`src/rtl/counter_pkg.sv`:
```
// Shared definitions for the mod-N counter cascade.
//   clog2      : ceiling log2, used to size one digit
//   CNT_UP/DN  : direction encodings for the up_dn input
//   *_MIN/MAX  : legal ranges for the MOD and DIGITS parameters
package counter_pkg;

  localparam logic CNT_UP   = 1'b1;
  localparam logic CNT_DOWN = 1'b0;

  localparam int MOD_MIN    = 2;
  localparam int MOD_MAX    = 16;
  localparam int DIGITS_MIN = 1;
  localparam int DIGITS_MAX = 8;

  function automatic int clog2(input int v);
    int r;
    r = 0;
    for (int unsigned i = 0; i < 32; i++) begin
      if ((longint'(1) << i) < longint'(v)) r = int'(i) + 1;
    end
    return r;
  endfunction

endpackage

```
`src/rtl/modn_digit.sv`:
```
// One mod-MOD digit of the cascade.
//   clk, rst   : clock, synchronous active-high reset (digit -> 0)
//   step_in    : advance one count in the direction given by up_dn
//   up_dn      : 1 = up, 0 = down
//   load       : parallel load (priority over step_in)
//   load_val   : value to load; values >= MOD saturate to MOD-1
//   q          : current digit value
//   at_max     : q == MOD-1
//   at_min     : q == 0
module modn_digit
  import counter_pkg::*;
#(
  parameter int MOD = 10,
  parameter int W   = clog2(MOD)
) (
  input  logic         clk,
  input  logic         rst,
  input  logic         step_in,
  input  logic         up_dn,
  input  logic         load,
  input  logic [W-1:0] load_val,
  output logic [W-1:0] q,
  output logic         at_max,
  output logic         at_min
);

  localparam logic [W-1:0] MAX_V = W'(MOD - 1);
  // One bit wider so MOD=16 is representable in the range compare.
  localparam logic [W:0]   MOD_V = (W+1)'(MOD);

  logic [W-1:0] q_q, q_d;
  logic [W-1:0] load_sat;
  logic [W-1:0] step_v;

  always_comb begin
    load_sat = load_val;
    if ({1'b0, load_val} >= MOD_V) load_sat = MAX_V;
  end

  // An out-of-range value returns to 0 on its next step in either direction.
  always_comb begin
    step_v = '0;
    if ({1'b0, q_q} >= MOD_V) begin
      step_v = '0;
    end else if (up_dn == CNT_UP) begin
      step_v = (q_q == MAX_V) ? '0 : q_q + 1'b1;
    end else begin
      step_v = (q_q == '0) ? MAX_V : q_q - 1'b1;
    end
  end

  always_comb begin
    q_d = q_q;
    if (load)         q_d = load_sat;
    else if (step_in) q_d = step_v;
  end

  always_ff @(posedge clk) begin
    if (rst) q_q <= '0;
    else     q_q <= q_d;
  end

  assign q      = q_q;
  assign at_max = (q_q == MAX_V);
  assign at_min = (q_q == '0);

endmodule

```
`src/rtl/modn_counter_cascade.sv`:
```
// Cascade of DIGITS mod-MOD digits sharing one clock, with a combinational
// ripple-enable chain (no derived clocks).
//   clk, rst   : clock, synchronous active-high reset
//   en         : count enable, one step per cycle
//   up_dn      : 1 = up, 0 = down
//   load       : parallel load strobe (priority over en)
//   load_val   : load value, digit i at [i*W +: W]
//   q          : registered count, same packing as load_val
//   tc         : terminal count (all MOD-1 going up, all 0 going down)
//   wrap       : registered one-cycle pulse after the whole chain wraps
module modn_counter_cascade
  import counter_pkg::*;
#(
  parameter  int MOD    = 10,
  parameter  int DIGITS = 4,
  localparam int W      = clog2(MOD)
) (
  input  logic                clk,
  input  logic                rst,
  input  logic                en,
  input  logic                up_dn,
  input  logic                load,
  input  logic [DIGITS*W-1:0] load_val,
  output logic [DIGITS*W-1:0] q,
  output logic                tc,
  output logic                wrap
);

  if (MOD < MOD_MIN || MOD > MOD_MAX) begin : g_bad_mod
    $error("modn_counter_cascade: MOD=%0d outside %0d..%0d", MOD, MOD_MIN, MOD_MAX);
  end
  if (DIGITS < DIGITS_MIN || DIGITS > DIGITS_MAX) begin : g_bad_digits
    $error("modn_counter_cascade: DIGITS=%0d outside %0d..%0d", DIGITS, DIGITS_MIN, DIGITS_MAX);
  end

  logic [DIGITS-1:0] at_max, at_min;
  logic [DIGITS-1:0] step_c;
  logic              wrap_q, wrap_d;

  // Digit i steps when en is high and every lower digit sits at its
  // carry/borrow boundary for the current direction.
  always_comb begin
    step_c    = '0;
    step_c[0] = en;
    for (int unsigned i = 1; i < DIGITS; i++) begin
      step_c[i] = step_c[i-1] & ((up_dn == CNT_UP) ? at_max[i-1] : at_min[i-1]);
    end
  end

  for (genvar g = 0; g < DIGITS; g++) begin : g_digit
    modn_digit #(
      .MOD (MOD),
      .W   (W)
    ) u_digit (
      .clk      (clk),
      .rst      (rst),
      .step_in  (step_c[g]),
      .up_dn    (up_dn),
      .load     (load),
      .load_val (load_val[g*W +: W]),
      .q        (q[g*W +: W]),
      .at_max   (at_max[g]),
      .at_min   (at_min[g])
    );
  end

  assign tc = (up_dn == CNT_UP) ? (&at_max) : (&at_min);

  always_comb begin
    wrap_d = en & tc & ~load;
  end

  always_ff @(posedge clk) begin
    if (rst) wrap_q <= 1'b0;
    else     wrap_q <= wrap_d;
  end

  assign wrap = wrap_q;

endmodule

```
`config.mk`:
```
export PLATFORM = sky130hd
export DESIGN_NAME = modn_counter_cascade
export DESIGN_NICKNAME = d
export VERILOG_FILES = /design/src/rtl/counter_pkg.sv /design/src/rtl/modn_digit.sv /design/src/rtl/modn_counter_cascade.sv
export SDC_FILE = /design/constraint.sdc
export NUM_CORES = 1
export LEC_CHECK = 0
export BUFFER_PORTS_ARGS = -buffer_cell sky130_fd_sc_hd__clkbuf_2
export CAP_MARGIN = 10
export CELL_PAD_IN_SITES_DETAIL_PLACEMENT = 0
export CELL_PAD_IN_SITES_GLOBAL_PLACEMENT = 2
export CORE_MARGIN = 3
export CORE_UTILIZATION = 33
export CTS_BUF_LIST = sky130_fd_sc_hd__clkbuf_4 sky130_fd_sc_hd__clkbuf_8
export DETAILED_ROUTE_END_ITERATION = 6
export PLACE_DENSITY = 0.84
export SLEW_MARGIN = 10
export SYNTH_ARGS = -nofsm -noshare
export SYNTH_HDL_FRONTEND = slang
export SYNTH_HIERARCHICAL = 1
export SYNTH_SLANG_ARGS = --single-unit
```
`constraint.sdc`:
```
create_clock -name clk -period 6.35 [get_ports clk]
set_clock_uncertainty 0.2 [all_clocks]
set_input_delay 0.3175 -clock clk [delete_from_list [all_inputs] [get_ports clk]]
set_output_delay 0.3175 -clock clk [all_outputs]
set_load 0.1 [all_outputs]
```
==> impl_metrics.toml, run 1 <==
[worst_setup_path]
arrival_ns = 2.20
path_cells = "nor4_1 > nand4_1 > nand2_1 > clkbuf_2"
max_stage_delay_ns = 0.64
r2r-start = "g_digit[0].u_digit/q[0]"
path_max_fanout = 14
required_ns = 5.83
start_kind = "register"
crit_start = "g_digit[0].u_digit/q[0]"
worstSetupEndpointType = "output port"
worst-setup-path-type = "register to output port"
cp_slowest_cell = "nor4_1"

[cells_and_area]
syn2layout_area_growth_pct = 12.0
multiInputGateArea_um2 = 1190
n_antenna_cell = 0
drive_gt1_share_pct = 21.1
layout_commonest_cell = "clkbuf_2"
utilization_pct = 39.1
nets = 269
seqCellArea_um2 = 340
final_cell_mix = "38 x clkbuf_2, 24 x a21oi_1, 17 x dfxtp_1"
fill_cells = 525
fin_area_um2 = 1900

[sta]
fin_crit_ns = 2.72
rsz0062_at_grt = "no"
fin_crit_sh_pct = 42.8
finalMaxSlewViolations = 0
worst_slack_ns = 3.63
finalHoldViolations = 0
worstMarginPinSlew_ns = 0.836
fmax_mhz = 368
fin_setup_tns_ns = 0
slew_headroom_pct = 44.3
setup_viol = 0

[synthesis]
syn_nets = 250
syn_inst = 229
ys_seq_elements = 17
syn-mean-instance-area_um2 = 7.40
syn_area_um2 = 1700
synth.distinct_cells = 36
synth_warnings = 6
yosysSeqAreaShare_pct = 20.1

[placed_design]
gp_congestion = 0.694
pre_cts_slack_ns = 3.93
placed_cell_area_um2 = 1850
io_buffers = 38
place_hpwl_mm = 2.85

[cts]
cts-buffers-inserted = 3
cts_setup_buffers = 0
cts.sinks = 17
clk_pin_slew_worst_paths_ns = 0.08
htree_levels = 1
clk_latency_ns = 0.26
hold_buffers = 0
cts_resized = 0
clk_path_buf_depth = 2
tritoncts = "yes"
root_buffer = "clkbuf_8"

[global_route]
grt-ovfl-total = 0
grt_usage_pct = 14.6
antenna_found_initial = 0
grt_first_pass_wirelength_mm = 7.51
grt_pass1_vias = 1587
grt_max_degree = 47

[floorplan]
die_x_um = 77.7
coreArea_um2 = 4850
pin_count = 39
die_h_um = 77.7
die_area_um2 = 6030
rows = 25
start_util_pct = 35.0

[pwr]
sequentialPowerShare_pct = 38.1
power.density_nw_per_um2 = 188
p_switching_mw = 0.155
pwr-share-clk_pct = 25.8
intPower_mw = 0.201
peakVddDrop_uv = 95.2
pwr-share-comb_pct = 36.1
p_sw_share_pct = 43.6
total_power_mw = 0.356
p_leak_nw = 0.710

[drt]
drc = 0
drt_iter0_drc = 121
postRouteWirelength_mm = 4.30
viasPerCell = 5.48
ant_nets = 0
wl_per_cell_um = 13.7
vias = 1720
first_pass_iters = 4

[hold_path]
min_path_type = "primary input to register"
min-delay-start = "load_val[6]"

[run_status]
outcome = "finished, final reports clean"

[flow_run]
drv_cap = 0
layout make-up:
cell class	count	area share (%)
timing repair buffer	38	10.0
multi-input combinational	176	62.7
clock buffer	4	2.57
inverter	12	2.37
sequential	17	17.9
tap	67	4.42
power groups by stage:
stage | sequential [mW] | combinational [mW] | clock, mW
5_1_grt | 0.139 | 0.139 | 0.0991
3_3_place_gp | 0.138 | 0.129 | 0
2_1_floorplan | 0.170 | 0.0717 | 0
6_report | 0.136 | 0.128 | 0.0919
3_5_place_dp | 0.138 | 0.129 | 0
4_1_cts | 0.135 | 0.129 | 0.0955
metal layers:
| layer | wire length [um] | track usage [%] | up-vias |
|---|---|---|---|
| li1 | - | - | 908 |
| met1 | 2180 | 20.6 | 774 |
| met2 | 1890 | 22.6 | 32 |
| met3 | 166 | 2.09 | 6 |
| met4 | 63 | 4.98 | 0 |
| met5 | 0 | 0 | - |
state kept, by name, summed over array words and instances, names as in the netlist:
signal / flops
g_digit.u_digit/q: 16
wrap: 1
cells in the mapped netlist:
| cell | number | area (um^2) |
|---|---|---|
| or3b_1 | 4 | 35.0 |
| buf_2 | 12 | 60.1 |
| o2111ai_1 | 4 | 35.0 |
| a21o_1 | 1 | 7.51 |
| nor2_1 | 1 | 3.75 |
| o31ai_1 | 4 | 30.0 |
| nand4_1 | 1 | 6.26 |
| nor3b_1 | 12 | 90.1 |
| inv_1 | 12 | 45.0 |
| xnor2_1 | 4 | 35.0 |
| nand3_1 | 13 | 65.1 |
| nand3_2 | 1 | 10.0 |
| o21a_1 | 4 | 30.0 |
| buf_4 | 4 | 30.0 |
| nor4b_1 | 4 | 35.0 |
| a31oi_1 | 8 | 50.1 |
| and2_1 | 5 | 31.3 |
| a21oi_2 | 1 | 8.76 |
| clkbuf_1 | 8 | 30.0 |
| a21boi_0 | 4 | 30.0 |
| nand2_1 | 3 | 11.3 |
| a221oi_2 | 4 | 60.1 |
| and3_1 | 6 | 37.5 |
| nand2b_1 | 8 | 50.1 |
| mux2i_1 | 1 | 10.0 |
| a21oi_1 | 24 | 120 |
| nor2b_1 | 2 | 12.5 |
| nor4_1 | 8 | 50.1 |
| nor3_1 | 12 | 60.1 |
| o31a_1 | 4 | 35.0 |
| o21ai_0 | 13 | 65.1 |
| and4b_1 | 4 | 40.0 |
| nor4_2 | 4 | 50.1 |
| dfxtp_1 | 17 | 340 |
| or3_1 | 4 | 25.0 |
| nand3b_1 | 8 | 60.1 |
path summary, 6_finish.rpt:
path | end | slack [ns] | depth (start not counted)
worst max-delay path | tc | 3.63 | 4
worst min-delay path | g_digit[1].u_digit/q[2] | 0.13 | 3
worst max register to register | g_digit[3].u_digit/q[1] | 3.85 | 6
worst min register to register | g_digit[0].u_digit/q[2] | 0.43 | 2
cell families after synthesis:
kind of cell           after synthesis  share of synthesized area, %
AND/OR/NAND/NOR                    100                          39.7
AO/OA/AOI/OAI                       71                          27.8
buffers and inverters               36                          9.74
flip-flops                          17                          20.1
XOR/XNOR                             4                          2.07
multiplexers                         1                         0.590
worst max-delay path: cells and delay by family (launching register included):
kind / cells / cell delay (ns)
DFF: 1 / 0.44
and+or+nand+nor: 3 / 1.03
buffers and inverters: 1 / 0.46
per-stage QoR:
stage,hold WS (ns),std cells
after CTS,0.119,314
after detailed placement,0.400,310
after global routing,0.148,314
after global placement,0.405,310
after floorplan,0.187,229
final,0.127,314
(Power assumes the default switching activity.)
==> run 2, diff against run 1 <==
--- a/config.mk
+++ b/config.mk
@@ -10,10 +10,10 @@
 export CELL_PAD_IN_SITES_DETAIL_PLACEMENT = 0
 export CELL_PAD_IN_SITES_GLOBAL_PLACEMENT = 2
 export CORE_MARGIN = 3
-export CORE_UTILIZATION = 33
+export CORE_UTILIZATION = 28
 export CTS_BUF_LIST = sky130_fd_sc_hd__clkbuf_4 sky130_fd_sc_hd__clkbuf_8
 export DETAILED_ROUTE_END_ITERATION = 6
-export PLACE_DENSITY = 0.84
+export PLACE_DENSITY = 0.76
 export SLEW_MARGIN = 10
 export SYNTH_ARGS = -nofsm -noshare
 export SYNTH_HDL_FRONTEND = slang
==> constraint.sdc (replaced) <==
create_clock -name clk -period 2.2 [get_ports clk]
set_clock_uncertainty 0.2 [all_clocks]
set_input_delay 0.11 -clock clk [delete_from_list [all_inputs] [get_ports clk]]
set_output_delay 0.11 -clock clk [all_outputs]
set_load 0.1 [all_outputs]
==> run 2 against run 1 <==
  * Clock power rose to 2.8 times the previous value
  * Critical path type unchanged
  * Combinational power grew to 3.6 times the previous value
  * Sequential power grew to 2.7 times the previous value
  * Largest power group is now combinational cells
  * Non-clock buffer count grew 29
  * Via count increased by 9.0%
  * Power increased to 3.1 times the previous value
  * Core utilization is 1.1 points higher
==> impl_metrics.toml, run 2 (synthesized netlist as in run 1, its figures left out) <==
[cells_and_area]
nets = 298
seqCellArea_um2 = 378
layout_commonest_cell = "clkbuf_2"
syn2layout_area_growth_pct = 34.6
fill_cells = 592
n_antenna_cell = 0
stdcell_count = 348
largest_reg_flops = 16
drive_gt1_share_pct = 33.0
multiInputGateArea_um2 = 1240
final_cell_mix = "37 x clkbuf_2, 24 x a21oi_1, 16 x dlygate4sd3_1"

[pwr]
peakVddDrop_uv = 315
power.density_nw_per_um2 = 481
p_leak_nw = 0.862

[drt]
met2WireLength_mm = 2.44
wl_met1_mm = 2.40
drt_iter0_drc = 78
vias = 1874
top_layer_used = "met4"
postRouteWirelength_mm = 5.00
first_pass_iters = 4
ant_nets = 0
route.met3.wl_um = 136
drc = 0
wl_per_cell_um = 14.4
viasPerCell = 5.39

[sta]
worstMarginPinSlew_ns = 0.758
fmax_mhz = 493
setup_viol = 0
finalMaxSlewViolations = 0
worst_slack_ns = 0.170
fin_crit_ns = 2.03
finalHoldViolations = 0
slew_headroom_pct = 49.5
fin_crit_sh_pct = 92.3

[worst_setup_path]
cp_slowest_cell = "dfxtp_2"
worstSetupEndpointType = "output port"
required_ns = 1.89
max_stage_delay_ns = 0.36
path_max_fanout = 7
arrival_ns = 1.72
worst-setup-path-type = "register to output port"
start_kind = "register"
path_cells = "nand2b_1 > nor3b_1 > and3_1 > nand3_2 > nand2_2 > buf_12"

[global_route]
grt_first_pass_wirelength_mm = 8.60
grt_pass1_vias = 1816
grt_max_degree = 38
grt_usage_pct = 14.4
antenna_found_initial = 0
grt-ovfl-total = 0

[cts]
cts-buffers-inserted = 3
htree_levels = 1
clk_pin_slew_worst_paths_ns = 0.07
clk_latency_ns = 0.26
root_buffer = "clkbuf_8"
cts.sinks = 17
tritoncts = "yes"
clk_path_buf_depth = 2

[placed_design]
place_hpwl_mm = 3.41
gp_congestion = 0.734
pre_cts_slack_ns = 0.127
io_buffers = 38
dpl.cell_count = 327

[floorplan]
rows = 27
pin_count = 39
die_area_um2 = 7020
start_util_pct = 29.9
die_h_um = 83.8
coreArea_um2 = 5680
die_x_um = 83.8

[hold_path]
min_path_type = "primary input to register"

[flow_run]
drv_cap = 0

[run_status]
outcome = "finished, final reports clean"
==> run 2: worst paths after layout <==
check	to	from	slack (ns)	cells after the start
max	tc	g_digit[2].u_digit/q[1]	0.17	6
min	g_digit[2].u_digit/q[1]	load_val[9]	0.03	3
max reg2reg	g_digit[3].u_digit/q[2]	g_digit[0].u_digit/q[3]	0.20	8
min reg2reg	g_digit[3].u_digit/q[2]	g_digit[3].u_digit/q[2]	0.38	2
==> run 2: cell type report <==
type,instances,share of cell area [%]
well taps,72,3.95
repair buffers,67,20.8
inverters,12,1.97
flip-flops and latches,17,16.6
multi-input cells,176,54.6
clock buffers,4,2.14
==> run 2: stage by stage <==
stage                     total power [mW]  hold slack (ns)  setup TNS [ns]  util [%]  area, um^2
after floorplan                      0.707          -0.0306         -0.0338         -        1770
after global placement               0.815            0.194               0      36.0        2040
after detailed placement             0.813            0.184               0      36.0        2040
after CTS                             1.11           0.0165               0      39.6        2250
after global routing                  1.16           0.0430         -0.0161      40.2        2280
final                                 1.10           0.0349               0      40.2        2280
==> run 2: per-layer routing <==
metal	vias up	global-route usage (%)
li1	964	-
met1	881	19.2
met2	25	24.4
met3	4	2.67
met4	0	2.19
met5	-	0
==> run 2: power by group <==
group	internal [mW]	total, mW	switching [mW]
Sequential	0.328	0.370	0.0412
Clock	0.141	0.261	0.120
Combinational	0.161	0.466	0.305
==> run 2: what timing repair did <==
item / CTS / global route
resized for setup: 0 / 5
setup endpoints to repair: 0 / 9
hold endpoints to repair: 13 / 0
setup buffers: 0 / 1
hold buffers: 16 / 0
==> run 2: critical path: cells and delay by family, from the launching register on <==
| kind | cells | cell delay (ns) |
|---|---|---|
| AND/OR/NAND/NOR | 5 | 0.93 |
| flip-flops | 1 | 0.36 |
| buffers and inverters | 1 | 0.18 |
==> run 3, diff against run 2 <==
--- a/config.mk
+++ b/config.mk
@@ -17,5 +17,4 @@
 export SLEW_MARGIN = 10
 export SYNTH_ARGS = -nofsm -noshare
 export SYNTH_HDL_FRONTEND = slang
-export SYNTH_HIERARCHICAL = 1
 export SYNTH_SLANG_ARGS = --single-unit
==> run 3 against run 2 <==
  * Sequential power grew 5.4%
  * Final cell count down 11%
  * First-iteration DRC count increased by 7.7%
  * Combinational power decreased by 5.8%
  * Via count fell by 15%
  * Largest power group unchanged
  * Non-clock buffer count shrank 14
  * Clock-buffer cell count stayed put
  * Global-route usage down 0.23 points
  * Die area down 7.1%
  * Sequential cell count unchanged
  * Area after synthesis decreased by 7.7%
  * Highest routed layer unchanged
==> impl_metrics.toml, run 3 <==
[cts]
cts-buffers-inserted = 3
clk_path_buf_depth = 2
cts_resized = 0
tritoncts = "yes"
cts.sinks = 17
clk_pin_slew_worst_paths_ns = 0.07
cts_setup_buffers = 0
htree_levels = 1
clk_latency_ns = 0.25
root_buffer = "clkbuf_8"

[synthesis]
ys_async_sr_fraction_pct = 0
yosysSeqAreaShare_pct = 21.7
post-synth-top-count-cell = "a21oi_1"
synth_edf_count = 0
syn_nets = 225
ys_seq_elements = 17
synth.distinct_cells = 56
syn-mean-instance-area_um2 = 7.67
syn_area_um2 = 1570
syn_inst = 204
yosysTopAreaCell = "dfxtp_1"
synth_area_leaders = "dfxtp_1 22%, a21oi_1 6.7%, nand2_1 3.8%, nor3_1 3.5%, nor2_1 3.1%"
synth_warnings = 0
synthFlopType = "dfxtp_1"
synth_top_area_share_pct = 21.7
synth_common_cells = "21 x a21oi_1, 17 x dfxtp_1, 16 x nand2_1, 13 x nor2_1, 11 x nor3_1"

[flow_run]
drv_cap = 0

[global_route]
antenna_found_initial = 0
grt-ovfl-total = 0
grt_pass1_vias = 1522
grt_max_degree = 21
grt_first_pass_wirelength_mm = 7.35
grt_usage_pct = 14.1

[cells_and_area]
layout_commonest_cell = "clkbuf_2"
largest_reg_flops = 16
drive_gt1_share_pct = 31.0
final_cell_mix = "37 x clkbuf_2, 21 x a21oi_1, 16 x nand2_1"
n_antenna_cell = 0
nets = 261
utilization_pct = 36.6
syn2layout_area_growth_pct = 23.1
stdcell_count = 309

[worst_setup_path]
worstSetupEndpointType = "output port"
start_kind = "register"
path_max_fanout = 12
r2r-start = "g_digit[2].u_digit.q[1]"
arrival_ns = 1.80
worst-setup-path-type = "register to output port"
required_ns = 1.89
crit_start = "g_digit[2].u_digit.q[1]"
r2r_slack_ns = 0.20

[pwr]
p_leak_nw = 0.736
peakVddDrop_uv = 177
power.density_nw_per_um2 = 563

[sta]
finalHoldViolations = 0
fin_crit_sh_pct = 96.0
rsz0062_at_grt = "no"
fmax_mhz = 474
slew_headroom_pct = 62.9
fin_crit_ns = 2.11
worstMarginPinSlew_ns = 0.554
worst_slack_ns = 0.0888
finalMaxSlewViolations = 0
setup_viol = 0
hold_slack_ns = 0.0167

[drt]
drt_iter0_drc = 84
drc = 0
postRouteWirelength_mm = 4.27
first_pass_iters = 4
wl_per_cell_um = 13.8
vias = 1594
ant_nets = 0
viasPerCell = 5.16

[floorplan]
die_x_um = 80.8
die_area_um2 = 6520
die_h_um = 80.8
pin_count = 39
start_util_pct = 29.7
rows = 26
coreArea_um2 = 5270

[placed_design]
io_buffers = 38
place_hpwl_mm = 3.00
dpl.cell_count = 295
gp_congestion = 0.765
pre_cts_slack_ns = 0.231

[hold_path]
min_path_type = "primary input to register"
min-delay-start = "load_val[2]"

[run_status]
outcome = "finished, final reports clean"
==> run 3: critical path, cell delays in order (launching register included) <==
cell and delay, ns:
dfxtp_4 0.39, or4_4 0.55, nor3_1 0.19, o2111a_2 0.25, buf_12 0.18
==> run 3: area by class of cell <==
| type | instances | area [um^2] |
|---|---|---|
| fill | 601 | 3340 |
| multi-input combinational | 156 | 1040 |
| sequential | 17 | 377 |
| timing repair buffer | 53 | 343 |
| tap | 70 | 87.6 |
| clock buffer | 4 | 48.8 |
| inverter | 9 | 33.8 |
==> run 3: power by group <==
group          internal, mW  leakage [nW]  switching (mW)  total [mW]
Combinational         0.139         0.562           0.300       0.439
Clock                 0.141        0.0262           0.115       0.256
Sequential            0.332         0.147          0.0578       0.390
Total                 0.612         0.736           0.472        1.08
==> run 3: per-layer routing <==
layer	vias to the layer above	wire length (um)	global-route usage [%]
li1	831	-	-
met1	738	2190	19.5
met2	21	1890	22.4
met3	4	147	2.11
met4	0	41	5.07
met5	-	0	0
==> run 3: kinds of logic (layout without fill, tap and decap cells) <==
logic type,after synthesis,after routing,share of synthesized area [%]
XOR/XNOR,7,7,3.92
buffers and inverters,31,66,12.5
multiplexers,1,1,0.640
flip-flops,17,17,21.7
AND/OR/NAND/NOR,74,74,25.8
AO/OA/AOI/OAI,74,74,35.4
==> run 3: through the flow <==
stage	area, um^2	TNS, ns	total power, mW
6_report	1930	0	1.08
5_1_grt	1930	0	1.16
4_1_cts	1930	0	1.10
3_5_place_dp	1780	0	0.823
3_3_place_gp	1780	0	0.825
2_1_floorplan	1610	-0.124	0.751
==> run 3: what timing repair did <==
item,in CTS,in global routing
hold buffers,10,0
hold endpoints to repair,7,0
setup endpoints to repair,0,0
==> run 3: worst paths after layout <==
path / end / cells past startpoint
setup reg to reg: g_digit[3].u_digit.q[3] / 5
hold reg to reg: g_digit[3].u_digit.q[1] / 2
setup / recovery: tc / 4
hold / removal: g_digit[0].u_digit.q[2] / 3
